[src/rtl/exec_pkg.sv]
// exec_pkg: opcodes, CCR bit positions and width defaults for the ALU execute stage
package exec_pkg;
  localparam int DW_DEF = 16;
  localparam int RW_DEF = 3;
  localparam int PCW_DEF = 32;
  localparam int CCR_Z = 0;
  localparam int CCR_N = 1;
  localparam int CCR_C = 2;
  typedef enum logic [3:0] {
    OP_NOP, OP_MOV, OP_ADD, OP_SUB, OP_AND, OP_OR, OP_NOT, OP_INC,
    OP_DEC, OP_SHL, OP_SHR, OP_SETC, OP_CLRC, OP_MUL, OP_PASS, OP_NOP15
  } alu_op_e;
  typedef enum logic {MUL_IDLE, MUL_BUSY} mul_state_e;
  function automatic logic writes_zn(input logic [3:0] op);
    return !(op inside {OP_NOP, OP_SETC, OP_CLRC, OP_NOP15});
  endfunction
  function automatic logic writes_c(input logic [3:0] op);
    return op inside {OP_ADD, OP_SUB, OP_INC, OP_DEC, OP_SHL, OP_SHR, OP_MUL};
  endfunction
endpackage

[src/rtl/alu_exec_stage_mul.sv]
// serial_mul16: shift-add multiplier, one partial product per cycle; ports start/abort, a/b in, busy/last/product/overflow out
module serial_mul16 import exec_pkg::*; #(
  parameter int DW = DW_DEF
) (
  input  logic          clk,
  input  logic          rst,
  input  logic          i_start,
  input  logic          i_abort,
  input  logic [DW-1:0] i_a,
  input  logic [DW-1:0] i_b,
  output logic          o_busy,
  output logic          o_last,
  output logic [DW-1:0] o_product,
  output logic          o_overflow
);
  localparam int CW = $clog2(DW) + 1;
  mul_state_e state_q, state_d;
  logic [CW-1:0] count_q, count_d;
  logic [2*DW-1:0] acc_q, acc_d, mcand_q, mcand_d, sum;
  logic [DW-1:0] mplier_q, mplier_d;
  always_ff @(posedge clk) begin
    if (rst) state_q <= MUL_IDLE;
    else state_q <= state_d;
  end
  always_comb begin
    state_d = state_q;
    if (state_q == MUL_IDLE && i_start) state_d = MUL_BUSY;
    if (state_q == MUL_BUSY && (i_abort || count_q == CW'(1))) state_d = MUL_IDLE;
  end
  // the product is taken from sum so the last partial product lands in the completing cycle
  always_comb begin
    sum = acc_q + (mplier_q[0] ? mcand_q : '0);
    o_busy = state_q == MUL_BUSY;
    o_last = o_busy && count_q == CW'(1);
    o_product = sum[DW-1:0];
    o_overflow = |sum[2*DW-1:DW];
  end
  always_comb begin
    count_d = count_q;
    acc_d = acc_q;
    mcand_d = mcand_q;
    mplier_d = mplier_q;
    if (state_q == MUL_IDLE && i_start) begin
      count_d = CW'(DW);
      acc_d = '0;
      mcand_d = {{DW{1'b0}}, i_a};
      mplier_d = i_b;
    end else if (state_q == MUL_BUSY) begin
      count_d = count_q - CW'(1);
      acc_d = sum;
      mcand_d = mcand_q << 1;
      mplier_d = mplier_q >> 1;
    end
  end
  always_ff @(posedge clk) begin
    if (rst) begin
      count_q <= '0;
      acc_q <= '0;
      mcand_q <= '0;
      mplier_q <= '0;
    end else begin
      count_q <= count_d;
      acc_q <= acc_d;
      mcand_q <= mcand_d;
      mplier_q <= mplier_d;
    end
  end
endmodule

[src/rtl/alu_exec_stage.sv]
// alu_exec_stage: forwarding, ALU, CCR {C,N,Z} and ALU/MEM output registers; o_stall holds the upstream buffer during MUL
module alu_exec_stage import exec_pkg::*; #(
  parameter int DW = DW_DEF,
  parameter int RW = RW_DEF,
  parameter int PCW = PCW_DEF
) (
  input  logic           clk,
  input  logic           rst,
  input  logic           i_valid,
  input  logic           i_flush,
  input  logic           i_wb,
  input  logic           i_mem,
  input  logic           i_chg_flag,
  input  logic [3:0]     i_alu_op,
  input  logic           i_use_immd,
  input  logic [PCW-1:0] i_pc,
  input  logic [RW-1:0]  i_rsrc1,
  input  logic [RW-1:0]  i_rsrc2,
  input  logic [RW-1:0]  i_rdst,
  input  logic [DW-1:0]  i_read_data1,
  input  logic [DW-1:0]  i_read_data2,
  input  logic [DW-1:0]  i_immd,
  input  logic           i_exmem_wb,
  input  logic           i_memwb_wb,
  input  logic [RW-1:0]  i_exmem_rdst,
  input  logic [RW-1:0]  i_memwb_rdst,
  input  logic [DW-1:0]  i_exmem_result,
  input  logic [DW-1:0]  i_memwb_result,
  output logic           o_stall,
  output logic           o_valid,
  output logic           o_wb,
  output logic           o_mem,
  output logic [DW-1:0]  o_result,
  output logic [DW-1:0]  o_store_data,
  output logic [RW-1:0]  o_rdst,
  output logic [PCW-1:0] o_pc,
  output logic [2:0]     o_ccr
);
  logic [DW-1:0] a, fwd2, b, alu_r, mul_product, result_q, result_d, store_data_q, store_data_d;
  logic [DW:0] sh;
  logic alu_c, is_mul, mul_busy, mul_last, mul_ovf, done;
  logic valid_q, valid_d, wb_q, wb_d, mem_q, mem_d;
  logic [RW-1:0] rdst_q, rdst_d;
  logic [PCW-1:0] pc_q, pc_d;
  logic [2:0] ccr_q, ccr_d;
  assign a = (i_exmem_wb && i_exmem_rdst == i_rsrc1) ? i_exmem_result :
             (i_memwb_wb && i_memwb_rdst == i_rsrc1) ? i_memwb_result : i_read_data1;
  assign fwd2 = (i_exmem_wb && i_exmem_rdst == i_rsrc2) ? i_exmem_result :
                (i_memwb_wb && i_memwb_rdst == i_rsrc2) ? i_memwb_result : i_read_data2;
  assign b = i_use_immd ? i_immd : fwd2;
  assign is_mul = i_alu_op == OP_MUL;
  serial_mul16 #(.DW(DW)) u_mul (
    .clk       (clk),
    .rst       (rst),
    .i_start   (i_valid & is_mul & ~i_flush),
    .i_abort   (i_flush),
    .i_a       (a),
    .i_b       (b),
    .o_busy    (mul_busy),
    .o_last    (mul_last),
    .o_product (mul_product),
    .o_overflow(mul_ovf)
  );
  // while busy the held inputs are ignored except for flush; completion is the count==1 cycle
  assign o_stall = ~rst & ~i_flush & (mul_busy ? ~mul_last : i_valid & is_mul);
  assign done = mul_busy ? mul_last & ~i_flush : i_valid & ~i_flush & ~is_mul;
  // alu_c defaults to the current C so a zero-distance shift leaves it unchanged
  always_comb begin
    alu_r = '0;
    alu_c = ccr_q[CCR_C];
    sh = '0;
    case (i_alu_op)
      OP_MOV: alu_r = a;
      OP_ADD: {alu_c, alu_r} = {1'b0, a} + {1'b0, b};
      OP_SUB: {alu_c, alu_r} = {1'b0, a} - {1'b0, b};
      OP_AND: alu_r = a & b;
      OP_OR: alu_r = a | b;
      OP_NOT: alu_r = ~a;
      OP_INC: {alu_c, alu_r} = {1'b0, a} + {{DW{1'b0}}, 1'b1};
      OP_DEC: {alu_c, alu_r} = {1'b0, a} - {{DW{1'b0}}, 1'b1};
      OP_SHL: begin
        sh = {1'b0, a} << b[3:0];
        alu_r = sh[DW-1:0];
        alu_c = |b[3:0] ? sh[DW] : alu_c;
      end
      OP_SHR: begin
        sh = {a, 1'b0} >> b[3:0];
        alu_r = sh[DW:1];
        alu_c = |b[3:0] ? sh[0] : alu_c;
      end
      OP_MUL: {alu_c, alu_r} = {mul_ovf, mul_product};
      OP_PASS: alu_r = b;
      default: ;
    endcase
  end
  always_comb begin
    valid_d = done;
    wb_d = done & i_wb;
    mem_d = done & i_mem;
    result_d = alu_r;
    store_data_d = fwd2;
    rdst_d = i_rdst;
    pc_d = i_pc;
    ccr_d[CCR_Z] = done && i_chg_flag && writes_zn(i_alu_op) ? ~|alu_r : ccr_q[CCR_Z];
    ccr_d[CCR_N] = done && i_chg_flag && writes_zn(i_alu_op) ? alu_r[DW-1] : ccr_q[CCR_N];
    ccr_d[CCR_C] = done && i_alu_op == OP_SETC ? 1'b1 :
                   done && i_alu_op == OP_CLRC ? 1'b0 :
                   done && i_chg_flag && writes_c(i_alu_op) ? alu_c : ccr_q[CCR_C];
  end
  always_ff @(posedge clk) begin
    if (rst) begin
      valid_q <= 1'b0;
      wb_q <= 1'b0;
      mem_q <= 1'b0;
      result_q <= '0;
      store_data_q <= '0;
      rdst_q <= '0;
      pc_q <= '0;
      ccr_q <= '0;
    end else begin
      valid_q <= valid_d;
      wb_q <= wb_d;
      mem_q <= mem_d;
      result_q <= result_d;
      store_data_q <= store_data_d;
      rdst_q <= rdst_d;
      pc_q <= pc_d;
      ccr_q <= ccr_d;
    end
  end
  assign o_valid = valid_q;
  assign o_wb = wb_q;
  assign o_mem = mem_q;
  assign o_result = result_q;
  assign o_store_data = store_data_q;
  assign o_rdst = rdst_q;
  assign o_pc = pc_q;
  assign o_ccr = ccr_q;
endmodule

[config.mk]
export PLATFORM = sky130hd
export DESIGN_NAME = alu_exec_stage
export DESIGN_NICKNAME = d
export VERILOG_FILES = /design/src/rtl/exec_pkg.sv /design/src/rtl/alu_exec_stage_mul.sv /design/src/rtl/alu_exec_stage.sv
export SDC_FILE = /design/constraint.sdc
export NUM_CORES = 1
export LEC_CHECK = 0
export BUFFER_PORTS_ARGS = -buffer_cell sky130_fd_sc_hd__buf_2
export CAP_MARGIN = 20
export CORE_ASPECT_RATIO = 1.1
export CORE_MARGIN = 5
export CORE_UTILIZATION = 50
export DETAILED_ROUTE_END_ITERATION = 8
export HOLD_SLACK_MARGIN = 0.08
export PLACE_DENSITY_LB_ADDON = 0.1
export SKIP_LAST_GASP = 1
export SYNTH_ARGS = -nofsm -noshare
export SYNTH_HDL_FRONTEND = slang
export SYNTH_SLANG_ARGS = --single-unit
[constraint.sdc]
create_clock -name clk -period 5.7 [get_ports clk]
set_input_delay 0.57 -clock clk [delete_from_list [all_inputs] [get_ports clk]]
set_output_delay 0.57 -clock clk [all_outputs]
set_load 0.05 [all_outputs]
Word-level counts from Yosys, hierarchy flattened
Index checks and enable logic that the tools add are counted.
{ "classes": {"n_eq_ne": 22, "reduce_logical": 27, "bitwise": 17, "muxes": 21, "n_addsub": 6, "n_shift": 2} }
{ "ops": {"columns": ["cell", "count"], "rows": [
  ["$pmux W16 S12", 1],
  ["$mux W16", 9],
  ["$add A32 B32 Y32", 1],
  ["$eq A4 B4 Y1 const B", 8],
  ["$mux W32", 1],
  ["$reduce_or A16 Y1", 2],
  ["$add A16 B1 Y17 const B", 1],
  ["$add A16 B16 Y17", 1],
  ["$shl A16 B4 Y17", 1],
  ["$shr A17 B4 Y17", 1],
  ["$sub A16 B1 Y17 const B", 1],
  ["$sub A16 B16 Y17", 1],
  ["$and A16 B16 Y16", 1],
  ["$eq A4 B3 Y1 const B", 4],
  ["$not A16 Y16", 1],
  ["$or A16 B16 Y16", 1],
  ["$eq A3 B3 Y1", 4],
  ["$logic_and A1 B1 Y1", 12],
  ["$mux W5", 2],
  ["$and A1 B1 Y1", 9],
  ["$reduce_bool A9 Y1", 1],
  ["$eq A4 B2 Y1 const B", 2],
  ["$ne A4 B4 Y1 const B", 2],
  ["$mux W1", 7],
  ["other kinds (15)", 21]
]} }
{ "totals": {"register_bits": 159, "output_inout_bits": 74, "input_bits": 141} }

Logic depth before layout (Yosys ltp)
{ "depth": {"word_depth": 11, "depth_mapped": 24, "mapped_depth_nobuf": 20} }

Hierarchy
A second synthesis with hierarchy kept.
{ "hier_totals": {"cells_unflattened": 1833, "area_unflattened_um2": 13910.8} }
{ "by_module_without_submodules": {"columns": ["module", "cells_each", "seq_area_each_um2", "n_inst", "area_per_inst_um2"], "rows": [
  ["alu_exec_stage", 1183, 1461.4, 1, 8506.9],
  ["serial_mul16", 650, 1721.7, 1, 5403.9]
]} }

Least setup slack after synthesis
OpenSTA, ideal clock, no wires.
{ "synth_timing": {"path_kind": "input port to flip-flop", "start": "in i_rsrc2[2]", "end": "reg ccr_q[1] (netlist: o_ccr[1])", "arrival_time_ns": 5.160, "path_slack_ns": 0.407, "stages": 22, "cell_sequence": "xor2_1 or4b_1 buf_2 a211oi_2 o31ai_4 inv_2 buf_2 buf_2 buf_1 ha_1 nor2_1 o211ai_1 nand3_1 a21oi_1 o41ai_1 a21o_1 a21oi_1 and2_1 or4b_2 a21oi_1 or2_1 a211oi_2"} }
{ "synth_between": {"elab_chain_len": 7} }
{ "synth_lines": {"columns": ["element", "line_no", "rtl"], "rows": [
  ["start: declaration", "alu_exec_stage.sv:18", "input logic [RW-1:0] i_rsrc2,"],
  ["$eq A3 B3 Y1", "alu_exec_stage.sv:49", "(i_memwb_wb && i_memwb_rdst == i_rsrc2) ? i_memwb_result : i_read_data2;"],
  ["$logic_and A1 B1 Y1", "alu_exec_stage.sv:49", null],
  ["$mux W16", "alu_exec_stage.sv:49", null],
  ["$mux W16 *", "alu_exec_stage.sv:48", "assign fwd2 = (i_exmem_wb && i_exmem_rdst == i_rsrc2) ? i_exmem_result :"],
  ["$mux W16 *", "alu_exec_stage.sv:50", "assign b = i_use_immd ? i_immd : fwd2;"],
  ["$sub A16 B16 Y17 (tied with other cells)", "alu_exec_stage.sv:75", "OP_SUB: {alu_c, alu_r} = {1'b0, a} - {1'b0, b};"],
  ["$pmux W16 S12 *", "alu_exec_stage.sv:72", "case (i_alu_op)"],
  ["end signal: assignment", "alu_exec_stage.sv:128", "ccr_q <= ccr_d;"],
  ["end: declaration", "alu_exec_stage.sv:45", "logic [2:0] ccr_q, ccr_d;"]
]} }
Every way passes the cells marked *; elsewhere a longest branch is shown, timed or not.
A chain may end at the register's enable or synchronous reset.

Final worst setup path
{ "layout_timing": {"start": "in i_memwb_rdst[2]", "end": "reg ccr_q[1] (netlist: o_ccr[1])"} }
{ "layout_between": {"elab_chain_len": 7} }
{ "layout_lines": {"columns": ["element", "line_no", "rtl"], "rows": [
  ["start: declaration", "alu_exec_stage.sv:26", "input logic [RW-1:0] i_memwb_rdst,"],
  ["$eq A3 B3 Y1", "alu_exec_stage.sv:49", null],
  ["$logic_and A1 B1 Y1", "alu_exec_stage.sv:49", null],
  ["$mux W16", "alu_exec_stage.sv:49", null],
  ["$mux W16", "alu_exec_stage.sv:48", null],
  ["$mux W16", "alu_exec_stage.sv:50", null],
  ["$sub A16 B16 Y17 (tied with other cells)", "alu_exec_stage.sv:75", null],
  ["$pmux W16 S12 *", "alu_exec_stage.sv:72", null]
]} }
Marked as above.

==> results.ini <==
[synthesis]
syn_avg_cell_area_um2 = 7.498
netlist_area_mm2 = 0.01365
syn_inst = 1820
synth-edff-count = 0
yosys_warnings = 0
synth_seq_cells = 159
yosysUniqueCellTypes = 97
seq_area_frac_synth = 0.2332
synth-main-ff-cell = dfxtp_1
async_flop_share = 0
synth_nets = 2047

[timing]
slew_headroom = 0.2892
period_minus_slack_ps = 5286
grt_setup_unrepaired = no
max_freq_mhz = 189.2
finalSetupViolations = 0
final_max_slew_viol_count = 0
hold_viol_final = 0
period_share = 0.9274
finClkSkew_ps = 19.34
tns_ps = 0
worst_pin_slew_ps = 1066

[floorplanning]
start_util = 0.5062
die_w_um = 167.5
die-area_mm2 = 0.03070
row_count = 63
die_h_um = 183.3
core_region_area_mm2 = 0.02696
num_io_pins = 215

[clock_network]
cts_setup_buffers = 0
worstSkewPairLatency_ps = 450
hold_buffers = 0
ctsHtreeMaxLevel = 4
cts_tree = done
ctsResizeCount = 0
cts.sinks = 159
cts_root_buf = clkbuf_16
cts_max_path_buffers = 2
path_clk_slew_ps = 70
numCtsBuffers = 17

[detailed_routing]
drcViolationCount = 0
drt_wl_total_um = 61810
dr.first_iter.drc_count = 1792
ant_nets = 0
wl_per_cell_um = 25.84
viasPerCell = 6.538
vias = 15640
drtPass1Iterations = 6

[worst_setup_path]
crit_fanout = 15
r2r_slack_ps = 1130
slowest_delay_ps = 670
endpoint_kind = register
crit_type = in2reg
cp_slowest_cell = or4b_1
cp.arrival_ps = 5600
critPathMostFrequentCell = a21oi_1
crit_path_start_kind = input port
worst_ep_required_time_ps = 6010
r2r_cells = 16
cp_cell_sequence = buf_2, xor2_1, or4b_1, buf_4, a211oi_1, nor2_1, ha_1, o21ai_0, nand3_1, a21oi_1, o41ai_1, a21o_1, a21oi_1, and2_1, or4b_2, a21oi_1, or2_1, a211oi_2

[flow_run]
max_cap_viol_count = 0

[placed_design]
dpl.hpwl_um = 47560
gp_congestion = 1.092
dpl-instance-area_mm2 = 0.01532
numPortBuffers = 214

[pwr]
peakVddDrop_mv = 0.1806
p_per_area_mw_per_mm2 = 240.7
leakagePower_nw = 6.994

[cells_and_area]
nets = 2249
layout_commonest_cell = nor2_1
drive_above_1_share = 0.1946
diodes = 0
syn2layout_area_growth_pct = 16.92
layout_common_cells = 270 x nor2_1, 213 x buf_2, 164 x nand2_1
final_cell_area_mm2 = 0.01596
nFillCells = 2555

[grt]
grt_usage = 0.3839
first_global_vias = 15265
grt-ovfl-total = 0
grt_pass1_wl_um = 91390
grt_max_degree = 95
antenna_found_initial = 1

[min_path]
worstHoldPathCells = 2
hold_path.class = in2reg

[status]
outcome = complete, no violations

==> report_power, final <==
part	switching [mW]	internal, mW
clock network	0.575	0.683
registers	0.0143	1.15
logic	0.964	0.452
total	1.55	2.29
==> layer usage <==
| layer | GRT usage | share of wire | up-vias |
|---|---|---|---|
| li1 | - | - | 7001 |
| met1 | 0.4485 | 0.37 | 7335 |
| met2 | 0.6289 | 0.45 | 997 |
| met3 | 0.08860 | 0.10 | 305 |
| met4 | 0.2581 | 0.081 | 2 |
| met5 | 0 | 0.00015 | - |
==> Yosys cell counts (9+ instances only) <==
cell	number	area, um^2
and2_1	37	231.5
and3_1	9	56.30
o21bai_1	9	67.56
xor2_1	22	192.7
a211oi_1	52	390.4
o21a_1	13	97.59
a31oi_1	19	118.9
o22ai_1	20	125.1
ha_1	84	1051
nand3_1	42	210.2
a21oi_1	148	740.7
nor2_1	271	1017
clkbuf_1	82	307.8
a21o_1	26	195.2
o211ai_1	18	135.1
mux2i_1	93	930.9
nor4_1	21	131.4
xnor2_1	41	359.1
nor2b_1	50	312.8
o21ai_0	56	280.3
nand4_1	17	106.4
nand2b_1	14	87.58
inv_1	51	191.4
a221oi_1	14	122.6
dfxtp_1	159	3183
nand2_1	164	615.6
o221ai_1	15	131.4
nor3_1	49	245.2
buf_1	13	48.80
buf_2	14	70.07
==> registers in the layout, indices dropped and copies added (netlist names) <==
| register | flops |
|---|---|
| o_pc | 32 |
| u_mul.acc_q | 32 |
| u_mul.mcand_q | 32 |
| o_result | 16 |
| o_store_data | 16 |
| u_mul.mplier_q | 16 |
| u_mul.count_q | 5 |
| o_ccr | 3 |
| o_rdst | 3 |
| o_mem | 1 |
| o_valid | 1 |
| o_wb | 1 |
| u_mul.o_busy | 1 |
==> worst max-delay path: cells and delay by family <==
family	cells	cell delay (ps)
XOR/XNOR	1	180
AO/OA/AOI/OAI	8	1930
adder cells (fa/ha/maj)	1	480
AND/OR/NAND/NOR	6	2040
buffers and inverters	2	380
==> cell families after synthesis <==
kind of cell    Yosys count  synth area share
buf+inv                 180           0.05565
simple gates            728            0.2543
fa+ha+maj                86           0.07995
flops                   159            0.2332
compound gates          498            0.2538
mux                     106           0.08261
xor+xnor                 63           0.04043
==> stage by stage <==
stage               power (mW)  setup WS, ps  std cells  hold WS [ps]    util
global placement         2.553         216.5       2360         452.2  0.5685
floorplan                2.061         407.2       1820         434.4       -
global route             3.966         206.5       2392         338.1  0.5919
CTS                      3.796         581.0       2392         321.1  0.5919
detailed placement       2.552         118.1       2360         469.1  0.5685
finish                   3.841         413.8       2392         329.9  0.5919
==> worst paths after layout <==
| path | start | end |
|---|---|---|
| min reg2reg | u_mul.count_q[4] | u_mul.count_q[4] |
| max | i_memwb_rdst[2] | o_ccr[1] |
| max reg2reg | u_mul.mplier_q[0] | o_ccr[2] |
| min | i_mem | o_mem |
==> area by class of cell <==
| type | instances | area, um^2 | area share |
|---|---|---|---|
| clock buffer | 18 | 439.2 | 0.02753 |
| clock inverter | 14 | 191.4 | 0.01200 |
| inverter | 61 | 235.2 | 0.01474 |
| multi-input combinational | 1481 | 9722 | 0.6093 |
| sequential | 159 | 3187 | 0.1997 |
| tap | 357 | 446.7 | 0.02800 |
| timing repair buffer | 302 | 1734 | 0.1087 |
No activity file was read; power rests on OpenSTA's default activity.
